==> src/rtl/edge_frame_builder.sv <==
// Collects one frame of unique undirected station edges, replays it to the cost
// engine as a gap-free burst, then waits for the engine result or a timeout.
module edge_frame_builder #(
  parameter int DEPTH   = 32,
  parameter int TIMEOUT = 30000
) (
  input  logic       clk,
  input  logic       rst,
  input  logic       up_valid,
  output logic       up_ready,
  input  logic [3:0] up_src,
  input  logic [3:0] up_dst,
  input  logic       up_last,
  output logic       in_valid,
  output logic [3:0] source,
  output logic [3:0] destination,
  input  logic       out_valid,
  input  logic [3:0] cost,
  output logic       frame_done,
  output logic [3:0] frame_cost,
  output logic       frame_ovf,
  output logic       frame_timeout,
  output logic       empty_err
);
  localparam int          AW      = $clog2(DEPTH);
  localparam logic [AW:0] FULL    = (AW+1)'(DEPTH);
  localparam logic [14:0] TO_LAST = 15'(TIMEOUT - 1);

  typedef enum logic [1:0] {FILL, SEND, WAIT} state_t;

  state_t      state_q;
  logic [AW:0] count_q, rd_q;
  logic [255:0] adj_q;
  logic [7:0]  buf_q [DEPTH];
  logic        ovf_q;
  logic [14:0] tcnt_q;

  logic hs, self_loop, dup, full, keep;

  assign up_ready  = (state_q == FILL);
  assign hs        = up_valid && up_ready;
  assign self_loop = (up_src == up_dst);
  // Undirected: either orientation already in the map counts as a duplicate.
  assign dup       = adj_q[{up_src, up_dst}] | adj_q[{up_dst, up_src}];
  assign full      = (count_q == FULL);
  assign keep      = hs && !self_loop && !dup && !full;

  always_ff @(posedge clk) begin
    if (keep) buf_q[count_q[AW-1:0]] <= {up_src, up_dst};
  end

  always_ff @(posedge clk or posedge rst) begin
    if (rst) begin
      state_q       <= FILL;
      count_q       <= '0;
      rd_q          <= '0;
      adj_q         <= '0;
      ovf_q         <= 1'b0;
      tcnt_q        <= '0;
      in_valid      <= 1'b0;
      source        <= '0;
      destination   <= '0;
      frame_done    <= 1'b0;
      frame_cost    <= '0;
      frame_ovf     <= 1'b0;
      frame_timeout <= 1'b0;
      empty_err     <= 1'b0;
    end else begin
      frame_done <= 1'b0;
      empty_err  <= 1'b0;
      case (state_q)
        FILL: if (hs) begin
          if (!self_loop && !dup) begin
            if (full) ovf_q <= 1'b1;
            else begin
              adj_q[{up_src, up_dst}] <= 1'b1;
              count_q                 <= count_q + 1'b1;
            end
          end
          if (up_last) begin
            if (keep || count_q != '0) begin
              state_q <= SEND;
              rd_q    <= '0;
            end else begin
              empty_err <= 1'b1;
              adj_q     <= '0;
              ovf_q     <= 1'b0;
            end
          end
        end
        SEND: if (rd_q != count_q) begin
          in_valid               <= 1'b1;
          {source, destination}  <= buf_q[rd_q[AW-1:0]];
          rd_q                   <= rd_q + 1'b1;
        end else begin
          in_valid    <= 1'b0;
          source      <= '0;
          destination <= '0;
          tcnt_q      <= '0;
          state_q     <= WAIT;
        end
        WAIT: if (out_valid || tcnt_q == TO_LAST) begin
          // A result arriving on the expiry edge takes priority over the timeout.
          frame_done    <= 1'b1;
          frame_cost    <= out_valid ? cost : 4'd0;
          frame_ovf     <= ovf_q;
          frame_timeout <= !out_valid;
          count_q       <= '0;
          adj_q         <= '0;
          ovf_q         <= 1'b0;
          state_q       <= FILL;
        end else begin
          tcnt_q <= tcnt_q + 1'b1;
        end
        default: state_q <= FILL;
      endcase
    end
  end
endmodule

==> config.mk <==
export PLATFORM = sky130hd
export DESIGN_NAME = edge_frame_builder
export DESIGN_NICKNAME = d
export VERILOG_FILES = /design/src/rtl/edge_frame_builder.sv
export SDC_FILE = /design/constraint.sdc
export NUM_CORES = 1
export LEC_CHECK = 0
export CAP_MARGIN = 20
export CORE_MARGIN = 1
export CORE_UTILIZATION = 63
export CTS_CLUSTER_DIAMETER = 100
export CTS_CLUSTER_SIZE = 16
export DETAILED_ROUTE_END_ITERATION = 16
export PLACE_DENSITY_LB_ADDON = 0.05
export RECOVER_POWER = 50
export SYNTH_ARGS = -nofsm -noshare
export SYNTH_HDL_FRONTEND = slang
export SYNTH_SLANG_ARGS = --single-unit
==> constraint.sdc <==
create_clock -name clk -period 12.6 [get_ports clk]
set_input_delay 2.52 -clock clk [delete_from_list [all_inputs] [get_ports clk]]
set_output_delay 2.52 -clock clk [all_outputs]
set_load 0.005 [all_outputs]
==> results.json <==
{
  "drt_pre_antenna_iters": 6,
  "clock_tree_buf_depth": 3,
  "overflow": 0,
  "placedInstanceArea_mm2": 0.0271,
  "dp_hpwl_um": 40600,
  "maxCapViolCount": 11,
  "wire_per_inst_um": 25.6,
  "clock-skew-final_ps": 18.3,
  "timing.critical_path.from": "up_src[0]",
  "antennaDiodeCount": 0,
  "cts_tree": "done",
  "achievable-frequency_ghz": 0.109,
  "post_synth_edffs": 256,
  "r2r-start": "rd_q[1]",
  "clock_buffer_count_from_cts": 40,
  "worst-setup-path-type": "in -> reg",
  "post_synth_instance_area_mm2": 0.0267,
  "layout_area_overhead_pct": 5.44,
  "cts-hold-fix-buffers": 0,
  "design.die.area_mm2": 0.0432,
  "postCtsSetupBuffers": 0,
  "report.final.setup_viol": 0,
  "yosysWarningCount": 0,
  "ys_ff_latch": 559,
  "timing.critical_path.to_type": "flop",
  "worstPathRequired_ps": 12850,
  "avgViaCountPerCell": 6.73,
  "final_net_count": 2083,
  "setup_tns_ps": 0,
  "num_vias": 17600,
  "cts.sink_count": 559,
  "report.final.hold_viol_count": 0,
  "drc": 0,
  "cp.arrival_ps": 9420,
  "design.portCount": 35,
  "layout.cell_area.non_filler_mm2": 0.0281,
  "globalplace.congestion": 0.918,
  "syn_avg_cell_area_um2": 12.7,
  "timing_max_transition_violations_final": 613,
  "io_buffer_count": 34,
  "synth_nets": 2123,
  "ctsHtreeMaxLevel": 2,
  "cts.root.buffer_cell": "sky130_fd_sc_hd__clkbuf_16",
  "synth-seq-area-share_pct": 57.2,
  "insertion_delay_ps": 600,
  "tightest_slew_ps": 5770,
  "min_period_ps": 9160,
  "drive_gt1_share_pct": 17.1,
  "antenna_found_initial": 1,
  "start_util_pct": 63.8,
  "critical_path.max_fanout": 49,
  "global_route_wire_length_before_repair_um": 105000,
  "largest_net_degree_at_the_start_of_global_routing": 161,
  "violated_checks": "max-capacitance violations, max-slew violations",
  "timing.max_slew.rel_slack_pct": -287,
  "p_total_w": 0.00459,
  "detail-route-antenna-nets": 0,
  "hold_path_startpoint": "destination[2]",
  "final_min_period_over_clock_period_pct": 72.7,
  "synthFlopType": "sky130_fd_sc_hd__dfrtp_1",
  "power.density_cell_area_mw_per_mm2": 163,
  "groute.usage.overall_pct": 31.8,
  "clk_transition_reported_paths_ps": 70,
  "standard_cell_core_area_mm2": 0.0419,
  "fp.dieW_um": 208,
  "hold_path.class": "reg -> reg",
  "floorplan.rows": 75,
  "cts_resized": 0,
  "p_leak_nw": 11.2,
  "vias_in_the_first_global_route": 17500,
  "route.final.wire_length_um": 67000,
  "post_synth_inst_count": 2100,
  "outcome": "finished, violations left",
  "postSynth.asyncResetShare_pct": 54.2,
  "peakVddDrop_v": 0.000149,
  "setup_repair_after_global_routing_missed_its_margin": "false",
  "ys_types": 67,
  "die_h_um": 208,
  "detailedRoute.firstIterationViolations": 1901,
  "critical_path.startpoint_type": "input port"
}
-- final timing paths --
path,end,cells after the start,slack (ps)
worst min register to register,destination[2],2,470
min in group asynchronous,adj_q[54],2,4150
worst min-delay path,destination[2],2,470
max in group asynchronous,rd_q[0],4,5070
worst max-delay path,buf_q[15][1],12,3440
worst max register to register,tcnt_q[14],10,6690
-- per-layer routing --
metal	global-route usage, %	wire length (µm)	vias up
li1	-	-	7647
met1	44.2	26800	8955
met2	51.0	32900	844
met3	4.11	4770	179
met4	13.9	2610	2
met5	0	13	-
-- stage by stage --
stage / worst slack (ps) / std cells / utilization, % / hold WS (ps)
3_5_place_dp: 4930 / 2557 / 64.6 / 470
4_1_cts: 5550 / 2620 / 67.4 / 485
6_report: 3440 / 2620 / 67.2 / 474
5_1_grt: 2990 / 2620 / 67.2 / 499
2_1_floorplan: 1710 / 2100 / - / 440
3_3_place_gp: 5040 / 2557 / 64.6 / 461
-- registers in the layout, summed over array words and instances, names as in the netlist --
| register | count |
|---|---|
| adj_q | 256 |
| buf_q | 256 |
| count_q | 6 |
| destination | 4 |
| empty_err | 1 |
| frame_cost | 4 |
| frame_done | 1 |
| frame_ovf | 1 |
| frame_timeout | 1 |
| in_valid | 1 |
| ovf_q | 1 |
| rd_q | 6 |
| source | 4 |
| state_q | 2 |
| tcnt_q | 15 |
-- kinds of logic after synthesis --
family	synth area share, %
buffers and inverters	3.83
muxes	17.7
adders and majority gates	0.281
and+or+nand+nor	11.9
xor gates and xnor gates	0.689
DFF	57.2
AOI/OAI and AO/OA	8.44
-- layout by cell type (no fill, tap or decap), types with 37 or more instances in the layout --
master                      instances
sky130_fd_sc_hd__a21oi_1          246
sky130_fd_sc_hd__a22oi_1           61
sky130_fd_sc_hd__clkbuf_16         41
sky130_fd_sc_hd__dfrtp_1          301
sky130_fd_sc_hd__edfxtp_1         256
sky130_fd_sc_hd__mux2i_1          156
sky130_fd_sc_hd__mux4_2           128
sky130_fd_sc_hd__nand2_1          121
sky130_fd_sc_hd__nand3_1           37
sky130_fd_sc_hd__nor2_1           269
sky130_fd_sc_hd__nor2_2           121
-- report_power, final --
group | switching, W | internal (W) | leakage, nW | total, W
combinational | 0.000656 | 0.000490 | 4.22 | 0.00115
sequential | 0.000148 | 0.00205 | 6.47 | 0.00220
clock | 0.000634 | 0.000608 | 0.548 | 0.00124
-- cell usage after synthesis, types with 37 or more instances --
master | number | area [µm²]
sky130_fd_sc_hd__a21oi_1 | 246 | 1230
sky130_fd_sc_hd__mux2i_1 | 156 | 1560
sky130_fd_sc_hd__edfxtp_1 | 256 | 7690
sky130_fd_sc_hd__nor2_2 | 120 | 751
sky130_fd_sc_hd__mux4_2 | 128 | 2880
sky130_fd_sc_hd__nand2_1 | 121 | 454
sky130_fd_sc_hd__dfrtp_1 | 303 | 7580
sky130_fd_sc_hd__nand3_1 | 37 | 185
sky130_fd_sc_hd__buf_2 | 44 | 220
sky130_fd_sc_hd__nor2_1 | 271 | 1020
sky130_fd_sc_hd__buf_6 | 39 | 439
sky130_fd_sc_hd__clkbuf_1 | 47 | 176
sky130_fd_sc_hd__a22oi_1 | 61 | 458
-- final cells by class --
type	instances	area, µm²
inverter	26	98.8
tap	539	674
clock inverter	2	40.0
sequential	559	15300
fill	3042	13700
clock buffer	61	1100
timing repair buffer	66	534
multi-input combinational	1367	10400
-- critical path, stage by stage --
cell and delay, ps:
sky130_fd_sc_hd__clkbuf_1 700, sky130_fd_sc_hd__clkbuf_1 2120, sky130_fd_sc_hd__nor4bb_1 620, sky130_fd_sc_hd__and2_1 390
sky130_fd_sc_hd__nand4_1 90, sky130_fd_sc_hd__nand4_1 100, sky130_fd_sc_hd__nor4_1 600, sky130_fd_sc_hd__nand2_1 220
sky130_fd_sc_hd__nor3_4 460, sky130_fd_sc_hd__nand2_1 250, sky130_fd_sc_hd__nor4_1 790, sky130_fd_sc_hd__and3_1 510
Power figures use the tool's default switching activity.
